==> config.mk <==
export PLATFORM = sky130hd
export DESIGN_NAME = dequantizer
export DESIGN_NICKNAME = d
export VERILOG_FILES = /design/src/rtl/dequantizer_pkg.sv /design/src/rtl/dequantizer_lead_one_det.sv /design/src/rtl/dequantizer.sv
export SDC_FILE = /design/constraint.sdc
export NUM_CORES = 1
export LEC_CHECK = 0
export ABC_AREA = 1
export ABC_CLOCK_PERIOD_IN_PS = 6400
export CORE_UTILIZATION = 56
export DETAILED_ROUTE_END_ITERATION = 16
export DONT_BUFFER_PORTS = 1
export GPL_TIMING_DRIVEN = 0
export PLACE_DENSITY = 0.71
export REMOVE_ABC_BUFFERS = 1
export SLEW_MARGIN = 20
export SYNTH_ARGS = -nofsm -noshare
export SYNTH_HDL_FRONTEND = slang
export SYNTH_SLANG_ARGS = --single-unit
==> constraint.sdc <==
create_clock -name clk -period 6.4 [get_ports clk]
set_clock_uncertainty 0.05 [all_clocks]
set_input_delay 0.32 -clock clk [delete_from_list [all_inputs] [get_ports clk]]
set_output_delay 0.32 -clock clk [all_outputs]
set_load 0.02 [all_outputs]
==> src/rtl/dequantizer_pkg.sv <==
// Shared constants, stage records and result packing for the FP32 dequantizer.
package dequantizer_pkg;

  localparam int unsigned FP32_EXP_W   = 8;
  localparam int unsigned FP32_MAN_W   = 23;
  localparam logic [7:0]  FP32_EXP_MAX = 8'd255;

  localparam int unsigned IDX_W     = 8;
  localparam int unsigned IDX_SHIFT = 8;
  // Leading one of index*m sits at bit MAN_W+IDX_SHIFT when index/256 would be 1.0
  localparam int unsigned NORM_BASE = FP32_MAN_W + IDX_SHIFT;

  localparam logic [31:0] FP32_QNAN = 32'h7FC0_0000;
  localparam logic [31:0] FP32_ZERO = 32'h0000_0000;

  typedef struct packed {
    logic                  valid;
    logic [IDX_W-1:0]      idx;
    logic [FP32_EXP_W-1:0] e;
    logic [FP32_MAN_W:0]   m;
    logic                  zero;
    logic                  nan;
  } stage1_t;

  typedef struct packed {
    logic                  valid;
    logic [FP32_EXP_W-1:0] e;
    logic [31:0]           p;
    logic                  zero;
    logic                  nan;
  } stage2_t;

  function automatic logic [31:0] fp32_pack(input logic                  nan,
                                            input logic                  zero,
                                            input logic                  flush,
                                            input logic [FP32_EXP_W-1:0] exp_bits,
                                            input logic [FP32_MAN_W-1:0] mant);
    if (nan) return FP32_QNAN;
    if (zero || flush) return FP32_ZERO;
    return {1'b0, exp_bits, mant};
  endfunction

endpackage

==> src/rtl/dequantizer_lead_one_det.sv <==
// Combinational leading-one detector: bit position of the highest set bit of a 32-bit word.
module lead_one_det (
  input  logic [31:0] in_i,
  output logic [4:0]  pos_o,
  output logic        found_o
);

  always_comb begin
    pos_o   = '0;
    found_o = 1'b0;
    // Ascending scan, so the highest set bit wins
    for (int i = 0; i < 32; i++) begin
      if (in_i[i]) begin
        pos_o   = 5'(i);
        found_o = 1'b1;
      end
    end
  end

endmodule

==> src/rtl/dequantizer.sv <==
// Three-stage FP32 dequantizer: value = index * (|max| / 256), truncated toward zero.
module dequantizer
  import dequantizer_pkg::*;
#(
  parameter int unsigned TAG_W = 4
) (
  input  logic             clk,
  input  logic             reset_n,
  input  logic             i_valid,
  output logic             o_ready,
  input  logic [31:0]      i_max,
  input  logic [IDX_W-1:0] i_index,
  input  logic [TAG_W-1:0] i_tag,
  output logic             o_valid,
  input  logic             i_ready,
  output logic [31:0]      o_value,
  output logic [TAG_W-1:0] o_tag,
  output logic             o_busy
);

  logic             rdy_q, rdy_d;
  stage1_t          s1_q, s1_d;
  stage2_t          s2_q, s2_d;
  logic [TAG_W-1:0] tag1_q, tag1_d;
  logic [TAG_W-1:0] tag2_q, tag2_d;
  logic             vld3_q, vld3_d;
  logic [31:0]      val3_q, val3_d;
  logic [TAG_W-1:0] tag3_q, tag3_d;

  logic adv;
  logic unused_sign;

  assign unused_sign = i_max[31];

  // Whole pipe moves as one; ready is held off for the first cycle after reset
  assign adv     = ~vld3_q | i_ready;
  assign o_ready = rdy_q & adv;

  assign rdy_d = 1'b1;

  // Stage 1: capture and classify
  logic [FP32_EXP_W-1:0] in_e;
  assign in_e = i_max[30:23];

  always_comb begin
    s1_d   = s1_q;
    tag1_d = tag1_q;
    if (adv) begin
      s1_d.valid = i_valid & o_ready;
      s1_d.idx   = i_index;
      s1_d.e     = in_e;
      s1_d.m     = {1'b1, i_max[FP32_MAN_W-1:0]};
      s1_d.zero  = (i_index == '0) | (in_e == '0);
      s1_d.nan   = (in_e == FP32_EXP_MAX);
      tag1_d     = i_tag;
    end
  end

  // Stage 2: exact integer product, fits in 32 bits since idx < 2^8 and m < 2^24
  always_comb begin
    s2_d   = s2_q;
    tag2_d = tag2_q;
    if (adv) begin
      s2_d.valid = s1_q.valid;
      s2_d.e     = s1_q.e;
      s2_d.p     = 32'(s1_q.idx) * 32'(s1_q.m);
      s2_d.zero  = s1_q.zero;
      s2_d.nan   = s1_q.nan;
      tag2_d     = tag1_q;
    end
  end

  // Stage 3: normalize and pack
  logic [4:0]            lod_pos;
  logic                  lod_found;
  logic [9:0]            re;
  logic                  flush;
  logic [31:0]           p_norm;
  logic [FP32_MAN_W-1:0] mant;
  logic [7:0]            unused_p_low;
  logic [1:0]            unused_re_high;
  logic                  unused_p_lead;

  lead_one_det u_lod (
    .in_i    (s2_q.p),
    .pos_o   (lod_pos),
    .found_o (lod_found)
  );

  always_comb begin
    re     = 10'(s2_q.e) + 10'(lod_pos) - 10'(NORM_BASE);
    flush  = re[9] | (re == '0);
    // Move the leading one to bit 31; the next 23 bits are the truncated fraction
    p_norm = s2_q.p << (5'd31 - lod_pos);
    mant   = p_norm[30:8];
  end

  assign unused_p_low   = p_norm[7:0];
  assign unused_p_lead  = p_norm[31];
  assign unused_re_high = re[9:8];

  always_comb begin
    vld3_d = vld3_q;
    val3_d = val3_q;
    tag3_d = tag3_q;
    if (adv) begin
      vld3_d = s2_q.valid;
      val3_d = fp32_pack(s2_q.nan, s2_q.zero | ~lod_found, flush, re[7:0], mant);
      tag3_d = tag2_q;
    end
  end

  always_ff @(posedge clk or negedge reset_n) begin
    if (!reset_n) begin
      rdy_q  <= 1'b0;
      s1_q   <= '0;
      s2_q   <= '0;
      tag1_q <= '0;
      tag2_q <= '0;
      vld3_q <= 1'b0;
      val3_q <= FP32_ZERO;
      tag3_q <= '0;
    end else begin
      rdy_q  <= rdy_d;
      s1_q   <= s1_d;
      s2_q   <= s2_d;
      tag1_q <= tag1_d;
      tag2_q <= tag2_d;
      vld3_q <= vld3_d;
      val3_q <= val3_d;
      tag3_q <= tag3_d;
    end
  end

  assign o_valid = vld3_q;
  assign o_value = val3_q;
  assign o_tag   = tag3_q;
  assign o_busy  = s1_q.valid | s2_q.valid | vld3_q;

endmodule

==> run_results.csv <==
group,metric,value,unit
sta,clock.fmax,0.171,GHz
placed_design,pre_cts_ws,0.276,ns
yosys,synthesis.area,0.0127,mm^2
die,die_width,152,um
placed_design,placed_area,0.0128,mm^2
die,pin_count,87,
cts,cts_tree,"done",
routing,drt_iter0_markers,728,
run_status,outcome,"finished with violations",
yosys,synth_xor_area_share,1.11,%
yosys,synth_edf_count,0,
global_routing,grtUsageTotal,26.5,%
placed_design,hpwl,20500,um
critical_path,worst-path-max-fanout,25,
routing,drc,2,
cts,clockBufferDepth,2,
die,dieArea,0.0232,mm^2
cts,clkTransAtPathRegs,0.07,ns
global_routing,grt_pass1_vias,10888,
yosys,syn_area_per_cell,7.32,um^2
yosys,synth.distinct_cells,40,
sta,finalHoldViolCount,0,
finish,area_growth,9.40,%
cts,ctsHtreeMaxLevel,4,
placed_design,io_buffers,0,
critical_path,critPathKind,"flip-flop to flip-flop",
yosys,yosysTopAreaCell,"dfrtp_1",
global_routing,antenna_found_initial,0,
die,start_util,57.5,%
yosys,ys_warn_count,0,
worst_hold_path,hp-class,"primary input to flip-flop",
sta,fin_ws,0.546,ns
critical_path,cp_slowest_cell,"dfrtp_2",
finish,fillers,1987,
sta,setup_viol,0,
yosys,synthArstFlopShare,100,%
cts,cts.sinks,131,
yosys,synth_compound_area_share,8.60,%
yosys,ys_seq_area_share,25.9,%
yosys,synth_seq_cells,131,
yosys,synth_top_family_by_area,"adder cells",
cts,cts_buffers,17,
routing,wire_per_inst,14.2,um
global_routing,overflow,0,
placed_design,gp_congestion,0.866,
critical_path,cpPeakStageDelay,0.72,ns
critical_path,start_kind,"flip-flop",
sta,fin_crit_sh,91.5,%
routing,wirelength,28400,um
critical_path,ff2ff_setup_slack,0.55,ns
finish,final_area,0.0139,mm^2
global_routing,grt_first_pass_wirelength,50700,um
sta,timing.hold.ws,0.00743,ns
critical_path,end_kind,"flip-flop",
cts,clock_latency,0.43,ns
yosys,synth_commonest_cells,"nand2_1 (615), inv_1 (273), fa_1 (133)",
critical_path,required,6.70,ns
finish,nNetsFinal,1942,
die,die-height,152,um
job,max_cap_viol_count,0,
routing,num_vias,10694,
sta,rsz0062_at_grt,"false",
finish,final_util,63.0,%
yosys,synth_simple_gate_area_share,26.1,%
yosys,synthTopCellsByArea,"dfrtp_1 (26%), fa_1 (21%), nand2_1 (18%)",
routing,dr.pass1.iters,11,
die,coreArea,0.0220,mm^2
finish,drive_gt1_share,4.31,%
yosys,synth_mux_area_share,0.0790,%
global_routing,grt_max_degree,132,
critical_path,worstPathArrival,6.15,ns
yosys,syn-instance-count,1732,
finish,antenna_cells,0,
yosys,synth_top_area_share,25.9,%
run_status,violations,"design-rule violations",
sta,maxSlewViolCount,0,
die,num_rows,54,
routing,antenna_left,0,
sta,max-slew-margin-rel,27.5,%
critical_path,cp_common_cell,"inv_1",
yosys,synth_ff_type,"dfrtp_1",
routing,via_per_inst,5.36,
yosys,synth_most_common_cell,"nand2_1",
yosys,synth_fa_ha_area_share,26.6,%
cts,cts_root_buf,"clkbuf_16",
sta,max_slew.worst_pin.slew,1.08,ns
sta,post-route-min-period,5.85,ns
==> per-layer routing <==
metal / global-route usage [%] / up-vias / wire length, um
li1: - / 5255 / -
met1: 35.2 / 5155 / 12800
met2: 46.2 / 250 / 14100
met3: 3.19 / 34 / 1130
met4: 6.93 / 0 / 384
met5: 0 / - / 0
==> state kept, by name, summed over array words and instances (netlist names) <==
name	cells
s2_q	43
o_value	31
o_valid	1
o_tag	4
rdy_q	1
tag2_q	4
tag1_q	4
s1_q	43
==> what timing repair did <==
action                     4_1_cts  5_1_grt
hold buffers                    46        0
resized for setup                0        7
hold endpoints to repair       176        0
buffers inserted                 0        0
setup endpoints to repair        0        8
==> cell type report <==
cell class	count	area [um^2]	share of cell area (%)
Tap cell	280	350	2.53
Clock buffer	17	425	3.07
Sequential cell	131	3290	23.7
Clock inverter	15	188	1.35
Inverter	278	1050	7.54
Timing Repair Buffer	52	604	4.36
Multi-Input combinational cell	1224	7970	57.5
==> placed cells by master, fill, tap and decap left out, drive strengths merged <==
cell type	count
dfrtp	131
inv	284
o21bai	1
nand2	620
o21ai	91
and2	1
a211oi	1
clkbuf	17
buf	7
nand3	127
clkinvlp	1
xor2	10
ha	57
or2	5
a22o	2
dlygate4sd3	45
o31ai	5
o22ai	2
a21o	1
xnor2	6
nor3	1
clkinv	8
conb	2
o21a	6
mux2i	1
fa	133
nor4	7
nand4	4
a31oi	3
o211ai	17
nor2	58
a21oi	63
==> metrics by stage <==
step | cells | setup TNS, ns
after floorplan | 1633 | -84.62
after global routing | 1997 | 0
after detailed placement | 1919 | 0
after CTS | 1997 | 0
final | 1997 | 0
after global placement | 1913 | -599.96
==> path summary, 6_finish.rpt <==
check | start | end | cells past startpoint
worst max-delay path | s1_q[36] | s2_q[33] | 29
worst min-delay path | i_max[28] | s1_q[0] | 2
min in group asynchronous | reset_n | s1_q[20] | 2
worst min register to register | s1_q[0] | s2_q[0] | 2
worst max register to register | s1_q[36] | s2_q[33] | 29
max in group asynchronous | reset_n | o_value[18] | 2
==> cells by family after synthesis <==
group	Yosys count
and+or+nand+nor	823
buffers and inverters	377
AOI/OAI and AO/OA	192
adders and majority gates	190
DFF	131
xor gates and xnor gates	16
other	2
muxes	1
==> worst max-delay path: cells and delay by family, from the launching register on <==
kind	cells	cell delay, ns
buffers and inverters	6	0.39
adders and majority gates	5	2.38
AOI/OAI and AO/OA	8	1.18
and+or+nand+nor	9	0.90
DFF	1	0.72
xor gates and xnor gates	1	0.11
Power is not shown: default switching activity piles up to over one toggle a cycle in this logic, so the estimate is an artifact.
